`config.mk`:
```
export PLATFORM = sky130hd
export DESIGN_NAME = pulse_scheduler
export DESIGN_NICKNAME = d
export VERILOG_FILES = /design/src/rtl/pulse_sched_pkg.sv /design/src/rtl/rr_arbiter.sv /design/src/rtl/pulse_scheduler.sv
export SDC_FILE = /design/constraint.sdc
export NUM_CORES = 1
export LEC_CHECK = 0
export ABC_AREA = 1
export CAP_MARGIN = 15
export CORE_ASPECT_RATIO = 1.1
export CORE_UTILIZATION = 42
export DETAILED_ROUTE_END_ITERATION = 10
export PLACE_DENSITY_LB_ADDON = 0.1
export SETUP_SLACK_MARGIN = 0.1
export SYNTH_ARGS = -nofsm -noshare
export SYNTH_HDL_FRONTEND = slang
export SYNTH_SLANG_ARGS = --single-unit
```
`constraint.sdc`:
```
create_clock -name clk -period 2.1 [get_ports clk]
set_input_delay 0.525 -clock clk [delete_from_list [all_inputs] [get_ports clk]]
set_output_delay 0.525 -clock clk [all_outputs]
set_load 0.01 [all_outputs]
```
`src/rtl/pulse_sched_pkg.sv`:
```
// Shared constants, state encoding and sizing helper for the pulse scheduler.
package pulse_sched_pkg;

  localparam int unsigned DefaultNreq = 4;
  localparam int unsigned DefaultW    = 8;

  typedef logic [1:0] state_t;

  localparam state_t StIdle  = 2'd0;
  localparam state_t StPulse = 2'd1;
  localparam state_t StGap   = 2'd2;

  // Index width for a requester count; never below 1 so ports stay legal.
  function automatic int unsigned ptr_w(input int unsigned n);
    return (n <= 1) ? 1 : $clog2(n);
  endfunction

endpackage

```
`src/rtl/rr_arbiter.sv`:
```
// Combinational rotating-priority search: first set req bit at or above ptr, wrapping.
module rr_arbiter
  import pulse_sched_pkg::*;
#(
  parameter int unsigned NREQ = DefaultNreq
) (
  input  logic [NREQ-1:0]        req,
  input  logic [ptr_w(NREQ)-1:0] ptr,
  output logic                   valid,
  output logic [NREQ-1:0]        grant,
  output logic [ptr_w(NREQ)-1:0] idx
);

  localparam int unsigned PTR_W = ptr_w(NREQ);

  logic [PTR_W:0] cand;

  always_comb begin
    valid = 1'b0;
    idx   = '0;
    cand  = '0;
    for (int unsigned k = 0; k < NREQ; k++) begin
      // ptr + k stays below 2*NREQ, so one conditional subtract is a full modulo.
      cand = {1'b0, ptr} + (PTR_W + 1)'(k);
      if (cand >= (PTR_W + 1)'(NREQ)) begin
        cand = cand - (PTR_W + 1)'(NREQ);
      end
      if (!valid && req[cand[PTR_W-1:0]]) begin
        valid = 1'b1;
        idx   = cand[PTR_W-1:0];
      end
    end
    grant = valid ? (NREQ'(1) << idx) : '0;
  end

endmodule

```
`src/rtl/pulse_scheduler.sv`:
```
// Round-robin sharing of one pulse-width timer among NREQ requesters.
// Optional post-pulse idle gap enabled by defining PULSE_SCHED_GAP_EN.
module pulse_scheduler
  import pulse_sched_pkg::*;
#(
  parameter int unsigned NREQ = DefaultNreq,
  parameter int unsigned W    = DefaultW
) (
  input  logic                   clk,
  input  logic                   rst_n,
  input  logic                   enable,
  input  logic [NREQ-1:0]        req,
  input  logic [NREQ*W-1:0]      width,
`ifdef PULSE_SCHED_GAP_EN
  input  logic [W-1:0]           gap,
`endif
  output logic                   pulse_out,
  output logic [NREQ-1:0]        grant,
  output logic [ptr_w(NREQ)-1:0] active_id,
  output logic [NREQ-1:0]        done,
  output logic                   busy
);

  localparam int unsigned PTR_W = ptr_w(NREQ);

  state_t           state_q, state_d;
  logic [W-1:0]     cnt_q, cnt_d;
  logic [PTR_W-1:0] ptr_q, ptr_d;
  logic [NREQ-1:0]  grant_q, grant_d;
  logic [PTR_W-1:0] id_q, id_d;
  logic [NREQ-1:0]  done_q, done_d;

  logic             arb_valid;
  logic [NREQ-1:0]  arb_grant;
  logic [PTR_W-1:0] arb_idx;
  logic [W-1:0]     win_width;
  logic [PTR_W-1:0] next_ptr;

  rr_arbiter #(
    .NREQ (NREQ)
  ) u_arb (
    .req   (req),
    .ptr   (ptr_q),
    .valid (arb_valid),
    .grant (arb_grant),
    .idx   (arb_idx)
  );

  assign win_width = width[arb_idx*W +: W];
  assign next_ptr  = (arb_idx == PTR_W'(NREQ - 1)) ? '0 : arb_idx + 1'b1;

  always_comb begin
    state_d = state_q;
    cnt_d   = cnt_q;
    ptr_d   = ptr_q;
    grant_d = grant_q;
    id_d    = id_q;
    done_d  = '0;
    unique case (state_q)
      StIdle: begin
        if (enable && arb_valid) begin
          ptr_d = next_ptr;
          // A zero-width request completes at once without touching the line.
          if (win_width == '0) begin
            done_d = arb_grant;
          end else begin
            state_d = StPulse;
            cnt_d   = win_width;
            grant_d = arb_grant;
            id_d    = arb_idx;
          end
        end
      end
      StPulse: begin
        if (cnt_q == W'(1)) begin
          done_d  = grant_q;
          grant_d = '0;
          id_d    = '0;
`ifdef PULSE_SCHED_GAP_EN
          if (gap != '0) begin
            state_d = StGap;
            cnt_d   = gap;
          end else begin
            state_d = StIdle;
          end
`else
          state_d = StIdle;
`endif
        end else begin
          cnt_d = cnt_q - 1'b1;
        end
      end
`ifdef PULSE_SCHED_GAP_EN
      StGap: begin
        if (cnt_q == W'(1)) begin
          state_d = StIdle;
        end else begin
          cnt_d = cnt_q - 1'b1;
        end
      end
`endif
      default: begin
        state_d = StIdle;
      end
    endcase
  end

  always_ff @(posedge clk or negedge rst_n) begin
    if (!rst_n) begin
      state_q <= StIdle;
      cnt_q   <= '0;
      ptr_q   <= '0;
      grant_q <= '0;
      id_q    <= '0;
      done_q  <= '0;
    end else begin
      state_q <= state_d;
      cnt_q   <= cnt_d;
      ptr_q   <= ptr_d;
      grant_q <= grant_d;
      id_q    <= id_d;
      done_q  <= done_d;
    end
  end

  assign pulse_out = (state_q == StPulse);
  assign busy      = (state_q != StIdle);
  assign grant     = grant_q;
  assign active_id = id_q;
  assign done      = done_q;

endmodule

```
## Word-level counts from Yosys, hierarchy flattened

Index checks and enable logic that the tools add are counted.

| storage, ports and cells | value |
|---|---|
| register bits after elaboration | 22 |
| bits of input ports | 39 |
| word-level logic and storage cells | 88 |

| cells by class | value |
|---|---|
| add/sub/neg operators | 9 |
| magnitude comparators | 8 |
| equal/unequal tests | 7 |
| shift operators | 2 |
| muxes and demuxes | 41 |
| reductions and logical operators | 15 |

Operator list:

| cell | number |
|---|---|
| 32-bit by 6-bit indexed part select with 8-bit output | 1 |
| 2-bit two-way mux | 14 |
| 4-bit two-way mux | 7 |
| 8-bit two-way mux | 3 |
| 4-bit one-hot mux with 2 select lines | 2 |
| 8-bit one-hot mux with 2 select lines | 1 |
| 2-bit by 3-bit < comparator with 1-bit output (second input constant) | 4 |
| 3-bit >= comparator (second input constant) | 3 |
| 1-bit binary-select mux with 2-bit select | 4 |
| 8-bit by 1-bit == test with 1-bit output (second input constant) | 1 |
| 8-bit zero test | 1 |
| 1-bit two-way mux | 8 |
| 2-bit one-hot mux with 2 select lines | 2 |
| 4-bit AND reduction | 2 |
| 2-bit by 1-bit subtractor with 2-bit output (second input constant) | 4 |
| 8-bit by 1-bit subtractor with 8-bit output (second input constant) | 1 |
| 2-bit by 2-bit adder with 3-bit output (second input constant) | 2 |
| 2-bit != test (second input constant) | 3 |
| 1-bit logical AND | 4 |
| 2-bit nonzero test | 2 |
| 1-bit by 2-bit << shifter with 4-bit output (first input constant) | 1 |
| 2-bit by 1-bit adder with 3-bit output (second input constant) | 1 |
| 2-bit by 3-bit >= comparator with 1-bit output (second input constant) | 1 |
| 1-bit zero test | 3 |
| other kinds (7) | 7 |

## Depth between registers and ports, before layout

Gate-level depths: netlist of run 1.

| depth | value |
|---|---|
| word-level depth | 19 |
| mapped depth | 21 |
| gate-level depth less buffers | 20 |

## Hierarchy

A second synthesis of run 1 with hierarchy kept.

| unflattened totals | value |
|---|---|
| cells, all modules | 281 |
| area, all modules | 1783.0 um^2 |

Modules (own cells, without submodules):

| module | times used | cells each | area an instance (um^2) | sequential area each (um^2) |
|---|---|---|---|---|
| pulse_scheduler | 1 | 207 | 1390.1 | 525.5 |
| rr_arbiter | 1 | 74 | 392.9 | 0.0 |

## Worst setup path before layout of run 1

No wires, ideal clock.

| timing | value |
|---|---|
| kind | input -> register |
| start | in req[3] |
| end | reg cnt_q[0] |
| setup time | 0.117 ns |
| data arrival time | 2.117 ns |
| slack | -0.134 ns |
| stages | 19 |
| path buffers | 1 |
| cells stage by stage | inv_1 > nand2_1 > nand3_2 > nand2_4 > inv_1 > nand2_1 > nor2_2 > nand2_4 > buf_2 > nand3_1 > nand3_1 > nand2_1 > nand2_1 > nor2_2 > nand2_2 > nand2_4 > nand2_2 > nand2_1 > nand2_1 |

| between the ends | value |
|---|---|
| word-level cells in the longest chain between the ends | 16 |
| elaborated cells on any way between the ends | 31 |

RTL lines:

| item | RTL line | source |
|---|---|---|
| start: declaration | pulse_scheduler.sv:12 | `input logic [NREQ-1:0] req,` |
| 1-bit binary-select mux with 2-bit select | rr_arbiter.sv:28 | `if (!valid && req[cand[PTR_W-1:0]]) begin` |
| 1-bit two-way mux (implied by the code) | rr_arbiter.sv:28 |  |
| 1-bit two-way mux | rr_arbiter.sv:28 |  |
| 1-bit zero test | rr_arbiter.sv:28 |  |
| 1-bit logical AND | rr_arbiter.sv:28 |  |
| 1-bit two-way mux | rr_arbiter.sv:28 |  |
| 1-bit zero test | rr_arbiter.sv:28 |  |
| 1-bit logical AND | rr_arbiter.sv:28 |  |
| 1-bit two-way mux | rr_arbiter.sv:28 |  |
| 1-bit zero test | rr_arbiter.sv:28 |  |
| 1-bit logical AND | rr_arbiter.sv:28 |  |
| 2-bit two-way mux | rr_arbiter.sv:28 |  |
| 32-bit by 6-bit indexed part select with 8-bit output | pulse_scheduler.sv:49 | `assign win_width = width[arb_idx*W +: W];` |
| 8-bit zero test or 8-bit two-way mux (tied branches) | pulse_scheduler.sv:64 | `if (win_width == '0) begin` |
| 2-bit != test (no line) or 8-bit two-way mux (tied branches) | -- |  |
| 4-bit AND reduction (no line) or 8-bit one-hot mux with 2 select lines (tied branches) | -- |  |
| end signal: assignment | pulse_scheduler.sv:118 | `cnt_q <= cnt_d;` |
| end: declaration | pulse_scheduler.sv:27 | `logic [W-1:0] cnt_q, cnt_d;` |

Parallel ways exist; a longest one is shown, timed or not. The select of a mux whose other input is x is not followed.
A chain may end at the register's enable or synchronous reset.

## Worst setup path in the final report of run 1

| timing | value |
|---|---|
| start | reg ptr_q[0] |
| end | reg cnt_q[0] |

| between the ends | value |
|---|---|
| word-level cells in the longest chain between the ends | 18 |
| elaborated cells on any way between the ends | 46 |

RTL lines:

| item | RTL line | source |
|---|---|---|
| start: declaration | pulse_scheduler.sv:28 | `logic [PTR_W-1:0] ptr_q, ptr_d;` |
| start signal: assignment | pulse_scheduler.sv:119 | `ptr_q <= ptr_d;` |
| parallel branches: the longest is 18 deep, another holds 2-bit by 1-bit adder with 3-bit output | -- |  |

Several ways; the timed one is not identified. The select of a mux whose other input is x is not followed.

==> flow_summary.toml, run 1 <==
[run_status]
outcome = "finished with violations"
violations = "setup timing"

[grt]
grt_use_total_pct = 26.57
antenna_found_initial = 0
grt_pass1_wl_mm = 9.604
grt_pass1_vias = 2171
grt_max_degree = 22
gr-total-overflow = 0

[synthesis]
syn_area_um2 = 1799
syn_nets = 322
syn_area_per_cell_um2 = 6.495
yosysTopAreaCell = "dfrtp_1"
ys_seq_area_share_pct = 29.21
ys_types = 28
syn_inst = 277
synth_warnings = 0
synth_top_area_share_pct = 29.21
synth_area_leaders = "dfrtp_1 (29%), nand2_1 (23%), nand3_1 (17%), inv_1 (4.4%), ha_1 (4.2%)"
ys_ff_latch = 21

[placed_design]
detailed_place.area_um2 = 2649
gp_congestion = 0.8638
dpl.hpwl_mm = 3.511
pre_cts_slack_ps = -761.4
port_buffers = 50
place_inst = 402

[setup_path]
path_delay_family = "simple AND/OR/NAND/NOR gates"
critPathCaptureType = "register"
critPathKind = "register to register"
crit_path_frequent_cell = "nand2_2"
reg2reg_slack_ps = -500
path_max_fanout = 8
cp_cell_sequence = "clkinv_4 > nand2_2 > nand2_2 > nand2_1 > o21ai_2 > inv_1 > nand3_4 > nand2_8 > nand2_8 > buf_8 > nand2_2 > nand3_1 > nand2_2 > nand2_1 > nor2_2 > nand2_2 > nand2_4 > nand2_4 > nand2_1 > nand2_1"
r2r_start = "ptr_q[0]"
ff2ff_path_depth = 20
critPathSlowestCell = "dfrtp_2"
crit_start = "ptr_q[0]"
cp.buffers_inverters = 3
worst-path-stages = 20
cp.arrival_ps = 2760
start_kind = "register"
r2r_end = "cnt_q[0]"
worstSetupEndpoint = "cnt_q[0]"
max_stage_delay_ps = 480
cp.required_ps = 2260

[floorplan]
die_y_um = 70.65
design.core.area_um2 = 4024
dieArea_um2 = 4550
ios = 51
rows = 24
die_x_um = 64.41
initial_core_util_pct = 44.71

[clocking]
cts.path.max_buffers = 2
htreeDepth = 1
cts_tree = "yes"
cts_hold_buf = 0
clkTransAtPathRegs_ps = 80
insertion_delay_ps = 270
cts_root_buffer = "clkbuf_8"
cts.sink_count = 21
cts_buffers = 3

[power]
vdd_drop_max_uv = 195.1
p_seq_share_pct = 36.8
internal_power_w = 0.0007567
combPwrFrac_pct = 37.7
power.leakage_nw = 1.620
clkPwrFrac_pct = 25.6
switchingPower_w = 0.0003416
power.density_nw_per_um2 = 330.0
swShare_pct = 31.10

[timing]
fin_ws_ps = -499.4
finalHoldViolCount = 0
slew_headroom_pct = 59.68
setup_viol = 20
fmax_mhz = 384.7
period_share_pct = 123.8
fin_worst_skew_ps = 5.359
drv_slew = 0
fin_tns_setup_ps = -8897
rsz0062_at_grt = "true"
worstMarginPinSlew_ps = 603.3
layout_min_cycle_time_ps = 2599

[finish]
fillers = 245
drive_gt1_share_pct = 45.93
syn_to_final_growth_pct = 84.98
fin_cells = 433
antenna_cells = 0
stdcell_area_um2 = 3328
finalNetCount = 427

[routing]
routedWlPerCell_um = 15.05
num_vias = 2254
drc = 0
drt_iter0_markers = 177
drt_pass1_iterations = 4
antenna_left = 0
wl_mm = 6.515
vias_per_cell = 5.206

[worst_hold_path]
min_path_type = "register to register"

[flow_run]
maxCapViolations = 0
worst min-delay path, cell delays in order (launching register included):
cell     delay (ps)
dfrtp_1         370
nand3_2          70
nand2_1          50
how the worst min path moves through the flow:
stage,end,cells after the start,slack [ps],start
5_1_grt,active_id[0],2,550,active_id[0]
2_1_floorplan,active_id[0],0,230,rst_n
3_5_place_dp,active_id[0],2,510,active_id[0]
3_3_place_gp,active_id[1],2,510,active_id[1]
6_report,active_id[0],2,520,active_id[0]
4_1_cts,active_id[0],2,530,active_id[0]
power groups by stage:
stage	clock network (W)	logic, W	registers, W
after floorplan	0	0.000120	0.000412
after detailed placement	0	0.000259	0.000412
after global routing	0.000296	0.000435	0.000404
final	0.000281	0.000414	0.000404
after CTS	0.000281	0.000354	0.000404
after global placement	0	0.000255	0.000412
Yosys cell counts:
| library cell | number |
|---|---|
| nand2_1 | 110 |
| nand3_1 | 60 |
| dfrtp_1 | 21 |
| inv_1 | 21 |
| o21ai_0 | 10 |
| nor2_1 | 8 |
| ha_1 | 6 |
| nand2_2 | 6 |
| nand2_4 | 5 |
| buf_6 | 4 |
| inv_2 | 3 |
| nor2_2 | 3 |
| buf_2 | 2 |
| nand3_2 | 2 |
| or2_2 | 2 |
| xor2_1 | 2 |
| a21oi_1 | 1 |
| a22oi_1 | 1 |
| buf_4 | 1 |
| clkbuf_1 | 1 |
| clkinv_1 | 1 |
| nand3_4 | 1 |
| nand4_1 | 1 |
| nor2_8 | 1 |
| nor3_1 | 1 |
| nor3b_1 | 1 |
| o21ai_1 | 1 |
| xnor2_1 | 1 |
registers in the layout, indices dropped and copies added (netlist names):
name       count
active_id      2
grant          4
cnt_q          8
done           4
ptr_q          2
state_q        1
layout make-up:
type	instances	area, um^2	share of cell area (%)
multi-input combinational	224	1550	46.58
tap	52	65.06	1.955
clock inverter	1	7.507	0.2256
sequential	21	528.0	15.86
inverter	25	108.9	3.271
clock buffer	3	41.29	1.241
timing repair buffer	107	1027	30.86
kinds of logic (layout without fill, tap and decap cells):
group | after synthesis | after routing | synth area share, %
adders and majority gates | 6 | 6 | 4.172
buffers and inverters | 33 | 136 | 8.901
DFF | 21 | 21 | 29.21
and+or+nand+nor | 201 | 202 | 52.50
AOI/OAI and AO/OA | 13 | 13 | 3.755
xor gates and xnor gates | 3 | 3 | 1.461
metrics by stage:
step | total power (W) | hold WS, ps | utilization (%)
global placement | 0.0006675 | 505.5 | 65.83
finish | 0.001098 | 523.7 | 82.71
floorplan | 0.0005326 | 229.4 | -
global route | 0.001135 | 554.2 | 82.71
CTS | 0.001039 | 525.5 | 78.11
detailed placement | 0.0006708 | 507.4 | 65.83
metal layers:
metal	track usage, %	share of wire [%]
met1	32.67	41
met2	47.02	54
met3	2.258	3.8
met4	11.36	1.8
met5	0	0
repair_timing:
item / 4_1_cts / 5_1_grt
buffers inserted: 23 / 3
pin swaps: 38 / 27
gates resized for setup: 63 / 54
endpoints found under the setup margin: 21 / 21
cloned: 3 / 0
endpoints found under the hold margin: 0 / 0
cell usage in the layout, fill, tap and decap left out, types with 3 or more instances in the layout:
cell,instances
nand2_1,60
nand3_1,30
o21ai_1,3
inv_1,17
buf_12,4
nand2_8,4
ha_1,5
clkbuf_8,3
buf_4,44
inv_2,4
clkdlybuf4s50_1,46
nor2_1,7
o21ai_0,6
dfrtp_1,19
nand2_2,45
buf_6,7
nor2_4,3
nand2_4,13
nand3_2,29
dlygate4sd2_1,4
nand3_4,4
(Power assumes the default switching activity.)
==> inputs of run 2 (changes only) <==
--- a/config.mk
+++ b/config.mk
@@ -8,6 +8,7 @@
 export ABC_AREA = 1
 export CAP_MARGIN = 15
 export CORE_ASPECT_RATIO = 1.1
+export CORE_MARGIN = 4
 export CORE_UTILIZATION = 42
 export DETAILED_ROUTE_END_ITERATION = 10
 export PLACE_DENSITY_LB_ADDON = 0.1
==> flow_summary.toml, run 2 (synthesis results as in run 1) <==
[timing]
hold_ws_ps = 519.5
drv_slew = 0
period_share_pct = 120.4
setup_viol = 20
fin_worst_skew_ps = 1.420
finalHoldViolCount = 0
fmax_mhz = 395.6
layout_min_cycle_time_ps = 2528
rsz0062_at_grt = "true"
slew_headroom_pct = 67.72
worstMarginPinSlew_ps = 483.1
fin_ws_ps = -427.7

[clocking]
clkTransAtPathRegs_ps = 80
cts.path.max_buffers = 2
insertion_delay_ps = 260
cts.sink_count = 21
cts_buffers = 3
cts_tree = "yes"
htreeDepth = 1
cts_root_buffer = "clkbuf_8"

[setup_path]
crit_start = "ptr_q[0]"
start_kind = "register"
cp.required_ps = 2300
critPathCaptureType = "register"
critPathKind = "register to register"
path_max_fanout = 8
r2r_start = "ptr_q[0]"
cp.arrival_ps = 2730

[finish]
final_cell_mix = "nand2_1 (85), clkdlybuf4s50_1 (46), buf_4 (41), nand3_1 (40), nand2_2 (26)"
largest_register_ffs = 8
finalNetCount = 424
layout_commonest_cell = "nand2_1"
finalCoreUtilization_pct = 76.39
drive_gt1_share_pct = 35.98
syn_to_final_growth_pct = 72.11
top_register = "cnt_q"
antenna_cells = 0
fillers = 311

[floorplan]
rows = 24
design.core.area_um2 = 4054
initial_core_util_pct = 44.38
ios = 51
die_y_um = 76.65
die_x_um = 70.41
dieArea_um2 = 5396

[run_status]
violations = "setup timing"
outcome = "finished with violations"

[grt]
antenna_found_initial = 0
gr-total-overflow = 0
grt_use_total_pct = 19.68
grt_pass1_wl_mm = 8.907
grt_pass1_vias = 2082
grt_max_degree = 22

[routing]
wl_mm = 5.355
drc = 0
antenna_left = 0
drt_iter0_markers = 111
routedWlPerCell_um = 12.45
vias_per_cell = 5.007
num_vias = 2153
drt_pass1_iterations = 4

[power]
p_total_w = 0.001031
power.density_nw_per_um2 = 333.0
vdd_drop_max_uv = 205.1
power.leakage_nw = 1.549

[placed_design]
port_buffers = 50
dpl.hpwl_mm = 3.651
gp_congestion = 0.8518

[flow_run]
maxCapViolations = 0

[worst_hold_path]
worst_hold_startpoint = "cnt_q[1]"
min_path_type = "register to register"
[run 2: layout make-up]
type                            count  area, um^2  area share, %
Clock buffer                        3       41.29          1.333
Clock inverter                      1       5.005         0.1616
Inverter                           25       103.9          3.354
Multi-Input combinational cell    225        1361          43.96
Sequential cell                    21       526.8          17.01
Tap cell                           52       65.06          2.101
Timing Repair Buffer              103       993.5          32.08
[run 2: path summary, 6_finish.rpt]
check / cells past startpoint / slack [ps] / endpoint
max reg2reg: 21 / -430 / active_id[0]
min: 2 / 520 / cnt_q[1]
max: 21 / -430 / active_id[0]
min reg2reg: 2 / 520 / cnt_q[1]
min in group asynchronous: 2 / 600 / done[0]
max in group asynchronous: 2 / 1270 / ptr_q[0]
[run 2: critical path: stages (launching register included)]
cell	delay, ps
dfrtp_2	470
clkinv_4	130
nand2_1	90
nand2_2	70
nand2_2	80
nand2_4	70
nor2_8	110
nand3_4	90
nand2_4	100
buf_12	110
nand2_8	60
buf_8	140
nand2_1	70
nand3_1	70
nand2_1	100
nand2_1	70
nor2_2	120
nand2_2	90
nand2_4	140
buf_6	150
nand3_2	60
nand2_1	80
[run 2: metal layers]
layer	global-route usage (%)	part of all wire [%]	vias up
met5	0	0	-
met4	8.238	1.9	0
met3	2.507	4.3	10
met2	36.61	52	53
met1	21.98	42	992
li1	-	-	1098
[run 2: report_power, final]
group / switching [W] / internal, W
Clock: 0.000134 / 0.000132
Sequential: 0 / 0.000404
Combinational: 0.000155 / 0.000205
Total: 0.000290 / 0.000742
[run 2: metrics by stage]
step	worst slack, ps	setup TNS, ps	instance area [um^2]	std cells
floorplan	-111.2	-1616	1904	277
global placement	-694.3	-13460	2634	400
detailed placement	-774.2	-14740	2634	400
CTS	-325.7	-5817	3039	428
global route	-608.9	-11330	3097	430
finish	-427.7	-7694	3097	430
[run 2: timing repair]
| item | 4_1_cts | 5_1_grt |
|---|---|---|
| endpoints found under the setup margin | 20 | 21 |
| hold buffers | 0 | 0 |
| cloned | 3 | 0 |
| gates resized for setup | 46 | 14 |
| buffers inserted | 22 | 2 |
| pin swaps | 34 | 5 |
==> inputs of run 3 (changes only) <==
--- a/config.mk
+++ b/config.mk
@@ -13,6 +13,7 @@
 export DETAILED_ROUTE_END_ITERATION = 10
 export PLACE_DENSITY_LB_ADDON = 0.1
 export SETUP_SLACK_MARGIN = 0.1
+export SKIP_LAST_GASP = 1
 export SYNTH_ARGS = -nofsm -noshare
 export SYNTH_HDL_FRONTEND = slang
 export SYNTH_SLANG_ARGS = --single-unit
==> results of run 3 <==
No change in the layout: final DEF, timing and power equal those of run 2.
